<file path="src/rtl/raw_timing_ctrl.sv">
// Camera raw-pixel timing front end: frames vsync/href into counted, validated pixels.
// Optional window crop is enabled by defining RAW_TIMING_CROP_EN.
module raw_timing_ctrl #(
  parameter int DATA_SIZE = 8,
  parameter int H_ACTIVE  = 1280,
  parameter int V_ACTIVE  = 720,
  parameter int CROP_X0   = 0,
  parameter int CROP_Y0   = 0
) (
  input  logic                 iCLK,
  input  logic                 iRST,
  input  logic                 iVSYNC,
  input  logic                 iHREF,
  input  logic [DATA_SIZE-1:0] iDATA,
  input  logic                 iEN,
  output logic [DATA_SIZE-1:0] oDATA,
  output logic                 oDVAL,
  output logic [15:0]          oX_Cont,
  output logic [15:0]          oY_Cont,
  output logic                 oFrame_Start,
  output logic                 oFrame_Err,
  output logic [15:0]          oFrame_Cnt
);

  // state  | meaning
  // IDLE   | capture disabled, waiting for iEN
  // SYNC   | armed, waiting for the end of vertical blank
  // ACTIVE | counting lines and pixels of the current frame
  // DRAIN  | all lines received, waiting for the next vertical blank
  typedef enum logic [1:0] {IDLE, SYNC, ACTIVE, DRAIN} stateT;

`ifdef RAW_TIMING_CROP_EN
  localparam logic [16:0] X0 = 17'(CROP_X0);
  localparam logic [16:0] Y0 = 17'(CROP_Y0);
`else
  // Origin fixed at 0,0; the crop parameters have no effect in this build.
  localparam logic [16:0] X0 = 17'(0 * CROP_X0);
  localparam logic [16:0] Y0 = 17'(0 * CROP_Y0);
`endif
  localparam logic [16:0] XEND = X0 + 17'(H_ACTIVE);
  localparam logic [16:0] YEND = Y0 + 17'(V_ACTIVE);

  stateT       state;
  logic        vsR;
  logic        hrefR;
  logic [15:0] colCnt;
  logic [15:0] lineCnt;
  logic        firstPend;

  logic        vsRise;
  logic        vsFall;
  logic        hrefFall;
  logic [16:0] colExt;
  logic [16:0] lineExt;
  logic [16:0] lineNext;
  logic        inWin;
  logic        overCol;
  logic        shortLine;
  logic        lineClosing;
  logic [16:0] linesAtEnd;

  always_comb begin
    vsRise      = iVSYNC & ~vsR;
    vsFall      = ~iVSYNC & vsR;
    hrefFall    = ~iHREF & hrefR;
    colExt      = {1'b0, colCnt};
    lineExt     = {1'b0, lineCnt};
    lineNext    = lineExt + 17'd1;
    inWin       = (colExt >= X0) && (colExt < XEND) &&
                  (lineExt >= Y0) && (lineExt < YEND);
    overCol     = colExt >= XEND;
    shortLine   = colExt < XEND;
    // A vsync edge that lands on an open (or just-closed) line ends that line too.
    lineClosing = iHREF | hrefFall;
    linesAtEnd  = lineClosing ? lineNext : lineExt;
  end

  always_ff @(posedge iCLK) begin
    if (iRST) begin
      state        <= IDLE;
      vsR          <= 1'b0;
      hrefR        <= 1'b0;
      colCnt       <= 16'd0;
      lineCnt      <= 16'd0;
      firstPend    <= 1'b0;
      oDATA        <= '0;
      oDVAL        <= 1'b0;
      oX_Cont      <= 16'd0;
      oY_Cont      <= 16'd0;
      oFrame_Start <= 1'b0;
      oFrame_Err   <= 1'b0;
      oFrame_Cnt   <= 16'd0;
    end else begin
      vsR          <= iVSYNC;
      hrefR        <= iHREF;
      oDVAL        <= 1'b0;
      oFrame_Start <= 1'b0;

      unique case (state)
        IDLE: begin
          if (iEN) state <= SYNC;
        end

        SYNC: begin
          if (vsFall) begin
            state      <= ACTIVE;
            colCnt     <= 16'd0;
            lineCnt    <= 16'd0;
            oFrame_Err <= 1'b0;
            firstPend  <= 1'b1;
          end
        end

        ACTIVE: begin
          if (vsRise) begin
            if (lineClosing && shortLine) oFrame_Err <= 1'b1;
            if (linesAtEnd < YEND) oFrame_Err <= 1'b1;
            else                   oFrame_Cnt <= oFrame_Cnt + 16'd1;
            colCnt    <= 16'd0;
            firstPend <= 1'b0;
            state     <= iEN ? SYNC : IDLE;
          end else if (hrefFall) begin
            if (shortLine) oFrame_Err <= 1'b1;
            colCnt  <= 16'd0;
            lineCnt <= lineCnt + 16'd1;
            if (lineNext >= YEND) state <= DRAIN;
          end else if (iHREF) begin
            if (colCnt != 16'hFFFF) colCnt <= colCnt + 16'd1;
            if (inWin) begin
              oDVAL        <= 1'b1;
              oDATA        <= iDATA;
              oX_Cont      <= 16'(colExt - X0);
              oY_Cont      <= 16'(lineExt - Y0);
              oFrame_Start <= firstPend;
              firstPend    <= 1'b0;
            end else if (overCol) begin
              oFrame_Err <= 1'b1;
            end
          end
        end

        DRAIN: begin
          if (vsRise) begin
            oFrame_Cnt <= oFrame_Cnt + 16'd1;
            state      <= iEN ? SYNC : IDLE;
          end else if (iHREF) begin
            // Lines beyond the frame height are dropped and flagged.
            oFrame_Err <= 1'b1;
          end
        end

        default: state <= IDLE;
      endcase
    end
  end

endmodule
</file>
<file path="config.mk">
export PLATFORM = sky130hd
export DESIGN_NAME = raw_timing_ctrl
export DESIGN_NICKNAME = d
export VERILOG_FILES = /design/src/rtl/raw_timing_ctrl.sv
export SDC_FILE = /design/constraint.sdc
export NUM_CORES = 1
export LEC_CHECK = 0
export ABC_AREA = 1
export CORE_ASPECT_RATIO = 0.8
export CORE_MARGIN = 10
export CORE_UTILIZATION = 45
export CTS_BUF_LIST = sky130_fd_sc_hd__clkbuf_16
export CTS_CLUSTER_DIAMETER = 40
export CTS_CLUSTER_SIZE = 12
export DETAILED_ROUTE_END_ITERATION = 8
export DONT_BUFFER_PORTS = 1
export PLACE_DENSITY_LB_ADDON = 0.08
export SYNTH_ARGS = -nofsm -noshare
export SYNTH_HDL_FRONTEND = slang
export SYNTH_SLANG_ARGS = --single-unit
export TNS_END_PERCENT = 20
</file>
<file path="constraint.sdc">
create_clock -name iCLK -period 6.3 [get_ports iCLK]
set_clock_uncertainty 0.05 [all_clocks]
set_input_delay 1.26 -clock iCLK [delete_from_list [all_inputs] [get_ports iCLK]]
set_output_delay 1.26 -clock iCLK [all_outputs]
set_load 0.02 [all_outputs]
</file>
==> impl_metrics.py, run 1 <==
metrics = {
    "outcome": {
        "status": "finished, final reports clean",
    },
    "worst_hold_path": {
        "hp-class": "reg -> reg",
        "hold_depth": 2,
    },
    "drt": {
        "detail-route-antenna-nets": 0,
        "viasPerCell": 5.126,
        "vias": 4014,
        "first_iter_violations": 336,
        "drt_pass1_iterations": 5,
        "drc": 0,
        "wl_per_cell_um": 14.08,
        "drt-total-wl_um": 11020,
    },
    "global_routing": {
        "grt_usage_pct": 14.71,
        "grt_use_met3_pct": 5.526,
        "grt_overflow": 0,
        "met1_usage_pct": 19.48,
        "antenna_found_initial": 0,
        "grt_first_pass_wirelength_um": 18500,
        "met2_usage_pct": 22.15,
        "grt_pass1_vias": 3689,
        "top_usage_layer": "met2",
        "grt_start_max_net_pins": 47,
    },
    "setup_path": {
        "cp.arrival_ns": 3.34,
        "worstSetupStartpointType": "primary input",
        "critPathMaxFanout": 31,
        "rrSetupSlack_ns": 3.15,
        "crit_path_top_delay_cell": "nor3_4",
        "path_cells": "inv_1 -> nor2_1 -> nor2_4 -> inv_1 -> nor3_4 -> buf_4 -> inv_1 -> nor2_1 -> nor2_1",
        "crit_cells": 9,
        "cp_top_family": "simple AND/OR/NAND/NOR gates",
        "cp_data_required_time_ns": 6.48,
        "critPathKind": "in -> reg",
        "cp-end-kind": "flop",
        "cp_num_buf_inv": 4,
        "ff2ff_path_depth": 10,
        "slowest_delay_ns": 0.59,
    },
    "clock_tree": {
        "path_clk_slew_ns": 0.07,
        "cts_buffers": 9,
        "cts.sinks": 96,
        "clk_latency_ns": 0.34,
        "clockBufferDepth": 2,
        "cts.htree.levels": 3,
        "ctsResizeCount": 0,
        "cts_tree": "yes",
        "ctsRootBufferMaster": "clkbuf_16",
        "cts_hold_repair.buffers": 0,
        "cts_setup_buffers": 0,
    },
    "yosys": {
        "ys_top_cells_by_area": "dfxtp_1, nand2_1, a21oi_1",
        "yosys-top-cells-count": "nand2_1, dfxtp_1, inv_1",
        "ys_async_sr_fraction_pct": 0,
        "netlist_instances": 647,
        "synth_top_cell_by_area": "dfxtp_1",
        "synth_xor_area_share_pct": 2.978,
        "synth.distinct_cells": 41,
        "synth_fa_ha_area_share_pct": 2.393,
        "syn_area_per_cell_um2": 7.273,
        "synth_mux_area_share_pct": 0,
        "synth_top_family_by_area": "simple AND/OR/NAND/NOR gates",
        "netlist_area_mm2": 0.004706,
        "yosysWarnings": 0,
        "synth-edff-count": 0,
        "synth_flop_cell": "dfxtp_1",
        "yosys.area_share.simple_pct": 29.35,
        "synth-seq-cells": 96,
        "synth_compound_area_share_pct": 15.50,
        "syn_nets": 669,
        "yosysTopAreaCellShare_pct": 40.84,
        "synth.yosys.seq_area_share_pct": 40.84,
        "yosysMostFrequentCell": "nand2_1",
    },
    "final_layout": {
        "fill_cells": 1055,
        "area_delta_synth_final_pct": 8.402,
        "drive_above_1_share_pct": 11.20,
        "instances_no_fill": 783,
        "nNetsFinal": 660,
        "diodes": 0,
    },
    "placed_design": {
        "place_congestion": 0.8916,
        "port_buffers": 0,
        "pre_cts_ws_ns": 2.776,
        "dp_cells": 767,
        "dp.final_hpwl_um": 7888,
    },
    "power_and_ir_drop": {
        "p_leak_nw": 1.958,
        "power_density_mw_per_mm2": 295.4,
        "peakVddDrop_mv": 0.1885,
        "finalPower_mw": 1.507,
    },
    "sta": {
        "whs_ns": 0.4119,
        "hold_viol": 0,
        "worst_slew_pin_slew_ns": 1.084,
        "setup_slack_ns": 3.139,
        "fin_setup_tns_ns": 0,
        "min_period_over_period_pct": 50.18,
        "timing.slew.headroom_pct": 27.30,
        "fmax_ghz": 0.3163,
        "setup_violations": 0,
        "rsz0062_at_grt": "no",
        "finalMaxSlewViolations": 0,
        "period_needed_ns": 3.161,
    },
    "floorplanning": {
        "die_x_um": 134.3,
        "num_io_pins": 72,
        "dieArea_mm2": 0.01497,
        "rows": 33,
        "placeableCoreArea_mm2": 0.01024,
        "start_util_pct": 45.96,
        "die_height_um": 111.5,
    },
    "flow_run": {
        "max-cap-violations": 0,
    },
}
==> cell families after synthesis <==
kind of cell               Yosys count
DFF                                 96
xor gates and xnor gates            16
adders and majority gates            9
and+or+nand+nor                    295
AOI/OAI and AO/OA                  129
buffers and inverters              102
==> cell type report <==
class	instances	area, µm²	area share, %
multi-input combinational	449	2370	46.46
sequential	96	1922	37.67
inverter	81	309.0	6.058
clock buffer	9	225.2	4.415
tap	140	175.2	3.434
clock inverter	7	92.59	1.815
timing repair buffer	1	7.507	0.1472
==> metal layers <==
layer / up-vias / wire length (µm)
met1: 1829 / 5346
li1: 2097 / -
met4: 0 / 123
met2: 76 / 4823
met5: - / 0
met3: 12 / 729
==> power by group <==
group	switching [mW]	internal, mW
logic	0.168	0.0721
clock network	0.237	0.348
registers	0.0450	0.636
==> worst min-delay path, cell delays in order (launching register included) <==
cell	delay, ns
dfxtp_1	0.31
nand2_1	0.06
a21oi_1	0.05
==> placed cells by master (no fill, tap or decap), drive strengths merged, types with 10 or more instances in the layout <==
cell and instances:
nand2 144, dfxtp 96, o21ai 49, inv 83
a21oi 67, nor2 69, nand3 52, xor2 10
nand4 11, nor3 12
==> through the flow <==
step	instance area [µm²]	util, %
finish	5101	49.82
global route	5101	49.82
CTS	5101	49.82
detailed placement	4783	46.71
global placement	4783	46.71
floorplan	4706	-
==> path summary, 6_finish.rpt <==
| path | start | end |
|---|---|---|
| max reg2reg | state[0] | oDATA[3] |
| min reg2reg | firstPend | firstPend |
| max | iVSYNC | oDATA[3] |
| min | firstPend | firstPend |
==> flip-flops by register name, indices dropped and copies added, names as in the netlist <==
signal and flops:
oY_Cont 16, lineCnt 16, oFrame_Cnt 16, oX_Cont 16
colCnt 16, state 2, oDATA 8, vsR 1
oFrame_Start 1, hrefR 1, oFrame_Err 1, firstPend 1
oDVAL 1
(Power assumes the default switching activity.)
==> run 2, diff against run 1 <==
--- a/config.mk
+++ b/config.mk
@@ -5,7 +5,7 @@
 export SDC_FILE = /design/constraint.sdc
 export NUM_CORES = 1
 export LEC_CHECK = 0
-export ABC_AREA = 1
+export ABC_AREA = 0
 export CORE_ASPECT_RATIO = 0.8
 export CORE_MARGIN = 10
 export CORE_UTILIZATION = 45
==> constraint.sdc (replaced) <==
create_clock -name iCLK -period 3.2 [get_ports iCLK]
set_clock_uncertainty 0.05 [all_clocks]
set_input_delay 0.64 -clock iCLK [delete_from_list [all_inputs] [get_ports iCLK]]
set_output_delay 0.64 -clock iCLK [all_outputs]
set_load 0.02 [all_outputs]
==> run 2 against run 1 <==
Compared with the run above: cell count fell by 8.7%; critical path depth fell by 1; core utilization barely moved; non-clock buffer count rose by 10; routed wire length rose by 3.0%; clock power rose by 79%; hold slack got worse by 0.099 ns; largest power group unchanged; final area barely moved.
==> impl_metrics.py, run 2 <==
metrics = {
    "clock_tree": {
        "cts.sinks": 96,
        "ctsRootBufferMaster": "clkbuf_16",
        "cts_setup_buffers": 0,
        "clk_latency_ns": 0.34,
        "cts.htree.levels": 3,
        "cts_tree": "yes",
        "cts_hold_repair.buffers": 0,
        "clockBufferDepth": 2,
        "path_clk_slew_ns": 0.07,
        "cts_buffers": 9,
        "ctsResizeCount": 0,
    },
    "final_layout": {
        "fill_cells": 1034,
        "diodes": 0,
        "final_common_cell": "dfxtp_1",
        "drive_above_1_share_pct": 9.913,
        "layout_common_cells": "dfxtp_1, nand2_1, nor2_1, a21oi_1, o21ai_0",
        "area_delta_synth_final_pct": 8.137,
        "nNetsFinal": 593,
    },
    "sta": {
        "timing.slew.headroom_pct": 27.09,
        "min_period_over_period_pct": 90.68,
        "worst_slew_pin_slew_ns": 1.091,
        "hold_viol": 0,
        "setup_slack_ns": 0.2982,
        "fmax_ghz": 0.3446,
        "rsz0062_at_grt": "no",
        "finalMaxSlewViolations": 0,
        "fin_setup_tns_ns": 0,
        "setup_violations": 0,
        "period_needed_ns": 2.902,
    },
    "setup_path": {
        "cp-end-kind": "flop",
        "cp_data_required_time_ns": 3.37,
        "critPathKind": "reg -> reg",
        "rrSetupSlack_ns": 0.30,
        "cp.arrival_ns": 3.08,
        "critPathMaxFanout": 11,
        "worstSetupStartpointType": "flop",
        "ff2ff_path_depth": 8,
    },
    "floorplanning": {
        "die_x_um": 134.5,
        "start_util_pct": 46.10,
        "num_io_pins": 72,
        "die_height_um": 111.6,
        "rows": 33,
        "placeableCoreArea_mm2": 0.01024,
        "dieArea_mm2": 0.01501,
    },
    "yosys": {
        "ys_async_sr_fraction_pct": 0,
        "ys_top_cells_by_area": "dfxtp_1, nand2_1, a21oi_1",
        "yosysWarnings": 0,
        "syn_nets": 604,
        "synth_top_cell_by_area": "dfxtp_1",
        "netlist_instances": 582,
        "synth.yosys.seq_area_share_pct": 40.71,
        "synth_flop_cell": "dfxtp_1",
        "syn_area_per_cell_um2": 8.111,
        "yosysMostFrequentCell": "dfxtp_1",
        "synth-edff-count": 0,
        "synth.distinct_cells": 62,
        "synth-seq-cells": 96,
        "yosys-top-cells-count": "dfxtp_1, nand2_1, nor2_1",
        "netlist_area_mm2": 0.004721,
        "yosysTopAreaCellShare_pct": 40.71,
    },
    "placed_design": {
        "place_congestion": 0.8668,
        "pre_cts_ws_ns": 0.3678,
        "dp.final_hpwl_um": 7921,
        "port_buffers": 0,
    },
    "drt": {
        "wl_per_cell_um": 15.89,
        "first_iter_violations": 268,
        "vias": 3974,
        "detail-route-antenna-nets": 0,
        "drc": 0,
        "drt-total-wl_um": 11360,
        "viasPerCell": 5.558,
        "drt_pass1_iterations": 5,
    },
    "power_and_ir_drop": {
        "peakVddDrop_mv": 0.3737,
        "p_seq_share_pct": 45.2,
        "clkPwrFrac_pct": 36.8,
        "p_comb_share_pct": 18.0,
        "power_density_mw_per_mm2": 557.5,
        "power.internal_mw": 1.984,
        "swShare_pct": 30.29,
        "p_sw_uw": 862.2,
        "p_leak_nw": 1.740,
    },
    "global_routing": {
        "grt_start_max_net_pins": 84,
        "grt_pass1_vias": 3756,
        "grt_first_pass_wirelength_um": 19340,
        "grt_usage_pct": 15.36,
        "antenna_found_initial": 0,
        "grt_overflow": 0,
    },
    "flow_run": {
        "max-cap-violations": 0,
    },
    "worst_hold_path": {
        "hp-class": "in -> reg",
        "hold_depth": 1,
    },
    "outcome": {
        "status": "finished, final reports clean",
    },
}
==> run 2: cell types whose count changed in the layout (fill, tap and decap cells not counted), moves of 7 or more <==
cell	delta
inv_1	-65
nand3_1	-31
and3_1	+7
mux2_4	+10
nand2_2	-26
buf_4	+10
nor2b_1	+15
o21ai_0	-24
nand2_1	-24
and2_1	+19
==> run 2: final timing paths <==
path	to	from
setup / recovery	oFrame_Cnt[5]	lineCnt[0]
hold / removal	oDATA[4]	iRST
setup reg to reg	oFrame_Cnt[5]	lineCnt[0]
hold reg to reg	lineCnt[15]	lineCnt[15]
==> run 2: stage by stage <==
stage               cell area, µm²  util, %  hold WS, ns  total power, mW  cells
floorplan                     4721        -       0.3890            1.700    582
CTS                           5105    49.85       0.3052            2.885    715
finish                        5105    49.85       0.3129            2.846    715
global route                  5105    49.85       0.3046            3.001    715
detailed placement            4817    47.04       0.4153            1.822    700
global placement              4817    47.04       0.4061            1.820    700
==> run 2: worst max-delay path: stages (launching register included) <==
cell      delay (ns)
dfxtp_1         0.49
nand3_1         0.28
nor3_1          0.43
mux2_1          0.37
a211o_2         0.37
o21ai_2         0.15
buf_4           0.23
a21boi_1        0.10
mux2_1          0.31
==> run 2: metal layers <==
layer | GRT usage, % | wire, µm | part of all wire, %
met1 | 20.18 | 5327 | 47
met2 | 23.83 | 5227 | 46
met3 | 4.133 | 651 | 5.7
met4 | 5.069 | 152 | 1.3
met5 | 0 | 0 | 0
==> run 2: cell families (layout without fill, tap and decap cells) <==
| group | Yosys count | count (layout) | share of synthesized area, % |
|---|---|---|---|
| XOR/XNOR | 14 | 14 | 2.597 |
| AND/OR/NAND/NOR | 272 | 272 | 27.67 |
| buffers and inverters | 43 | 36 | 4.267 |
| adder cells (fa/ha/maj) | 9 | 9 | 2.385 |
| AO/OA/AOI/OAI | 134 | 134 | 18.26 |
| multiplexers | 14 | 14 | 4.108 |
| flip-flops | 96 | 96 | 40.71 |
==> run 2: final cells by class <==
| cell class | count | area [µm²] | share of cell area [%] |
|---|---|---|---|
| inverters | 10 | 37.54 | 0.7353 |
| well taps | 140 | 175.2 | 3.431 |
| flip-flops and latches | 96 | 1922 | 37.65 |
| clock inverters | 6 | 62.56 | 1.225 |
| repair buffers | 11 | 82.58 | 1.618 |
| multi-input cells | 443 | 2600 | 50.93 |
| clock buffers | 9 | 225.2 | 4.412 |
==> run 2: power by group through the flow <==
stage	Sequential, mW	Clock, mW	Combinational (mW)
after floorplan	1.30	0	0.399
after global placement	1.31	0	0.508
after detailed placement	1.31	0	0.508
after CTS	1.29	1.09	0.514
after global routing	1.29	1.12	0.588
final	1.29	1.05	0.513
==> run 3, diff against run 2 <==
--- a/config.mk
+++ b/config.mk
@@ -6,7 +6,7 @@
 export NUM_CORES = 1
 export LEC_CHECK = 0
 export ABC_AREA = 0
-export CORE_ASPECT_RATIO = 0.8
+export CORE_ASPECT_RATIO = 0.7
 export CORE_MARGIN = 10
 export CORE_UTILIZATION = 45
 export CTS_BUF_LIST = sky130_fd_sc_hd__clkbuf_16
==> run 3 against run 2 <==
Compared with the run above: clock power hardly changed; largest power group unchanged; critical path type unchanged; global-route usage is 0.38 points lower; first-iteration DRC count is 43% higher; critical path depth is 1 higher; count of clock-buffer cells in the layout stayed put; sequential cell count stayed put; maximum frequency is 1.5% higher; routed wire length is 0.96% lower; cell count is 0.98% lower; sequential share of layout area is 0.074 points higher; highest routed layer unchanged; core utilization is 0.29 points lower; largest cell class unchanged; die area is 0.27% higher.
==> impl_metrics.py, run 3 (synthesis gave the netlist of run 2 again) <==
metrics = {
    "final_layout": {
        "layout_common_cells": "dfxtp_1, nand2_1, nor2_1, a21oi_1, o21ai_0",
        "diodes": 0,
        "drive_above_1_share_pct": 10.07,
        "fill_cells": 1001,
        "seq_area_mm2": 0.001922,
        "area_delta_synth_final_pct": 7.925,
        "multi_input_area_mm2": 0.002600,
        "nNetsFinal": 593,
        "final_common_cell": "dfxtp_1",
    },
    "power_and_ir_drop": {
        "p_comb_share_pct": 18.4,
        "p_sw_uw": 873.0,
        "power.internal_mw": 1.983,
        "clkPwrFrac_pct": 36.6,
        "peakVddDrop_mv": 0.2713,
        "swShare_pct": 30.56,
        "power_density_mw_per_mm2": 560.6,
        "p_leak_nw": 1.734,
        "p_seq_share_pct": 45.0,
    },
    "outcome": {
        "status": "finished, final reports clean",
    },
    "clock_tree": {
        "cts_setup_buffers": 0,
        "cts.sinks": 96,
        "cts_tree": "yes",
        "clockBufferDepth": 2,
        "ctsResizeCount": 0,
        "path_clk_slew_ns": 0.07,
        "cts.htree.levels": 3,
        "cts_buffers": 9,
        "cts_hold_repair.buffers": 0,
        "clk_latency_ns": 0.34,
        "ctsRootBufferMaster": "clkbuf_16",
    },
    "setup_path": {
        "worstSetupStartpointType": "flop",
        "path_cells": "ha_1 -> and3_4 -> and3_4 -> o2111ai_1 -> o21ai_1 -> a211o_1 -> buf_4 -> a21boi_1 -> mux2_1",
        "cp-end-kind": "flop",
        "cp_data_required_time_ns": 3.38,
        "cp.arrival_ns": 3.04,
        "critPathKind": "reg -> reg",
        "r2r_start": "lineCnt[0]",
        "slowest_delay_ns": 0.46,
        "critPathLaunch": "lineCnt[0]",
        "crit_path_frequent_cell": "and3_4",
        "crit_path_top_delay_cell": "dfxtp_1",
        "critPathMaxFanout": 11,
    },
    "sta": {
        "finalMaxSlewViolations": 0,
        "whs_ns": 0.3238,
        "setup_violations": 0,
        "timing.slew.headroom_pct": 28.30,
        "fin_setup_tns_ns": 0,
        "min_period_over_period_pct": 89.32,
        "period_needed_ns": 2.858,
        "fmax_ghz": 0.3499,
        "worst_slew_pin_slew_ns": 1.073,
        "hold_viol": 0,
        "rsz0062_at_grt": "no",
    },
    "drt": {
        "met1Wirelength_um": 5443,
        "drc": 0,
        "first_iter_violations": 383,
        "viasPerCell": 5.541,
        "routed.top_layer": "met4",
        "detail-route-antenna-nets": 0,
        "wl_per_cell_um": 15.89,
        "drt-total-wl_um": 11250,
        "route.met3.wl_um": 737,
        "drt_pass1_iterations": 4,
        "dr_wl_met2_um": 4965,
        "vias": 3923,
    },
    "floorplanning": {
        "num_io_pins": 72,
        "placeableCoreArea_mm2": 0.01028,
        "rows": 31,
        "die_height_um": 105.7,
        "dieArea_mm2": 0.01505,
        "die_x_um": 142.4,
        "start_util_pct": 45.93,
    },
    "global_routing": {
        "antenna_found_initial": 0,
        "grt_pass1_vias": 3620,
        "grt_usage_pct": 14.98,
        "grt_overflow": 0,
        "grt_start_max_net_pins": 84,
        "grt_first_pass_wirelength_um": 18710,
    },
    "placed_design": {
        "port_buffers": 0,
        "dp.final_hpwl_um": 7945,
        "place_congestion": 0.8478,
    },
    "worst_hold_path": {
        "holdCritStartpoint": "iRST",
        "hp-class": "in -> reg",
    },
    "flow_run": {
        "max-cap-violations": 0,
    },
}
## run 3: power by group through the flow
stage / Combinational, mW / Sequential [mW] / Clock (mW)
2_1_floorplan: 0.399 / 1.30 / 0
3_3_place_gp: 0.520 / 1.31 / 0
3_5_place_dp: 0.521 / 1.31 / 0
4_1_cts: 0.525 / 1.29 / 1.08
5_1_grt: 0.594 / 1.29 / 1.13
6_report: 0.525 / 1.29 / 1.05
## run 3: through the flow
| step | util, % | power [mW] | instance area [µm²] | cells | setup slack, ns |
|---|---|---|---|---|---|
| after floorplan | - | 1.700 | 4721 | 582 | 0.6099 |
| after global placement | 46.77 | 1.832 | 4807 | 692 | 0.4467 |
| after detailed placement | 46.77 | 1.835 | 4807 | 692 | 0.3806 |
| after CTS | 49.57 | 2.893 | 5095 | 708 | 0.3666 |
| after global routing | 49.57 | 3.016 | 5095 | 708 | 0.07251 |
| final | 49.57 | 2.856 | 5095 | 708 | 0.3418 |
## run 3: routing by layer
| metal | track usage, % | vias up |
|---|---|---|
| li1 | - | 2000 |
| met1 | 19.89 | 1828 |
| met2 | 22.72 | 87 |
| met3 | 4.574 | 8 |
| met4 | 4.755 | 0 |
| met5 | 0 | - |
## run 3: path summary, 6_finish.rpt
kind	endpoint	cells after the start	slack, ns
setup / recovery	oFrame_Cnt[5]	9	0.34
hold / removal	oX_Cont[9]	1	0.32
setup reg to reg	oFrame_Cnt[5]	9	0.34
hold reg to reg	lineCnt[15]	1	0.42
## run 3: critical path: cells and delay by family (launching register included)
kind,cells,cell delay (ns)
DFF,1,0.46
muxes,1,0.31
buffers and inverters,1,0.22
adders and majority gates,1,0.30
and+or+nand+nor,2,0.50
AOI/OAI and AO/OA,4,0.89
## run 3: final cells by class
class                           count  area share (%)
Multi-Input combinational cell    443           51.03
Sequential cell                    96           37.72
Clock buffer                        9           4.420
Tap cell                          132           3.242
Timing Repair Buffer               11           1.621
Clock inverter                      7           1.228
Inverter                           10          0.7367
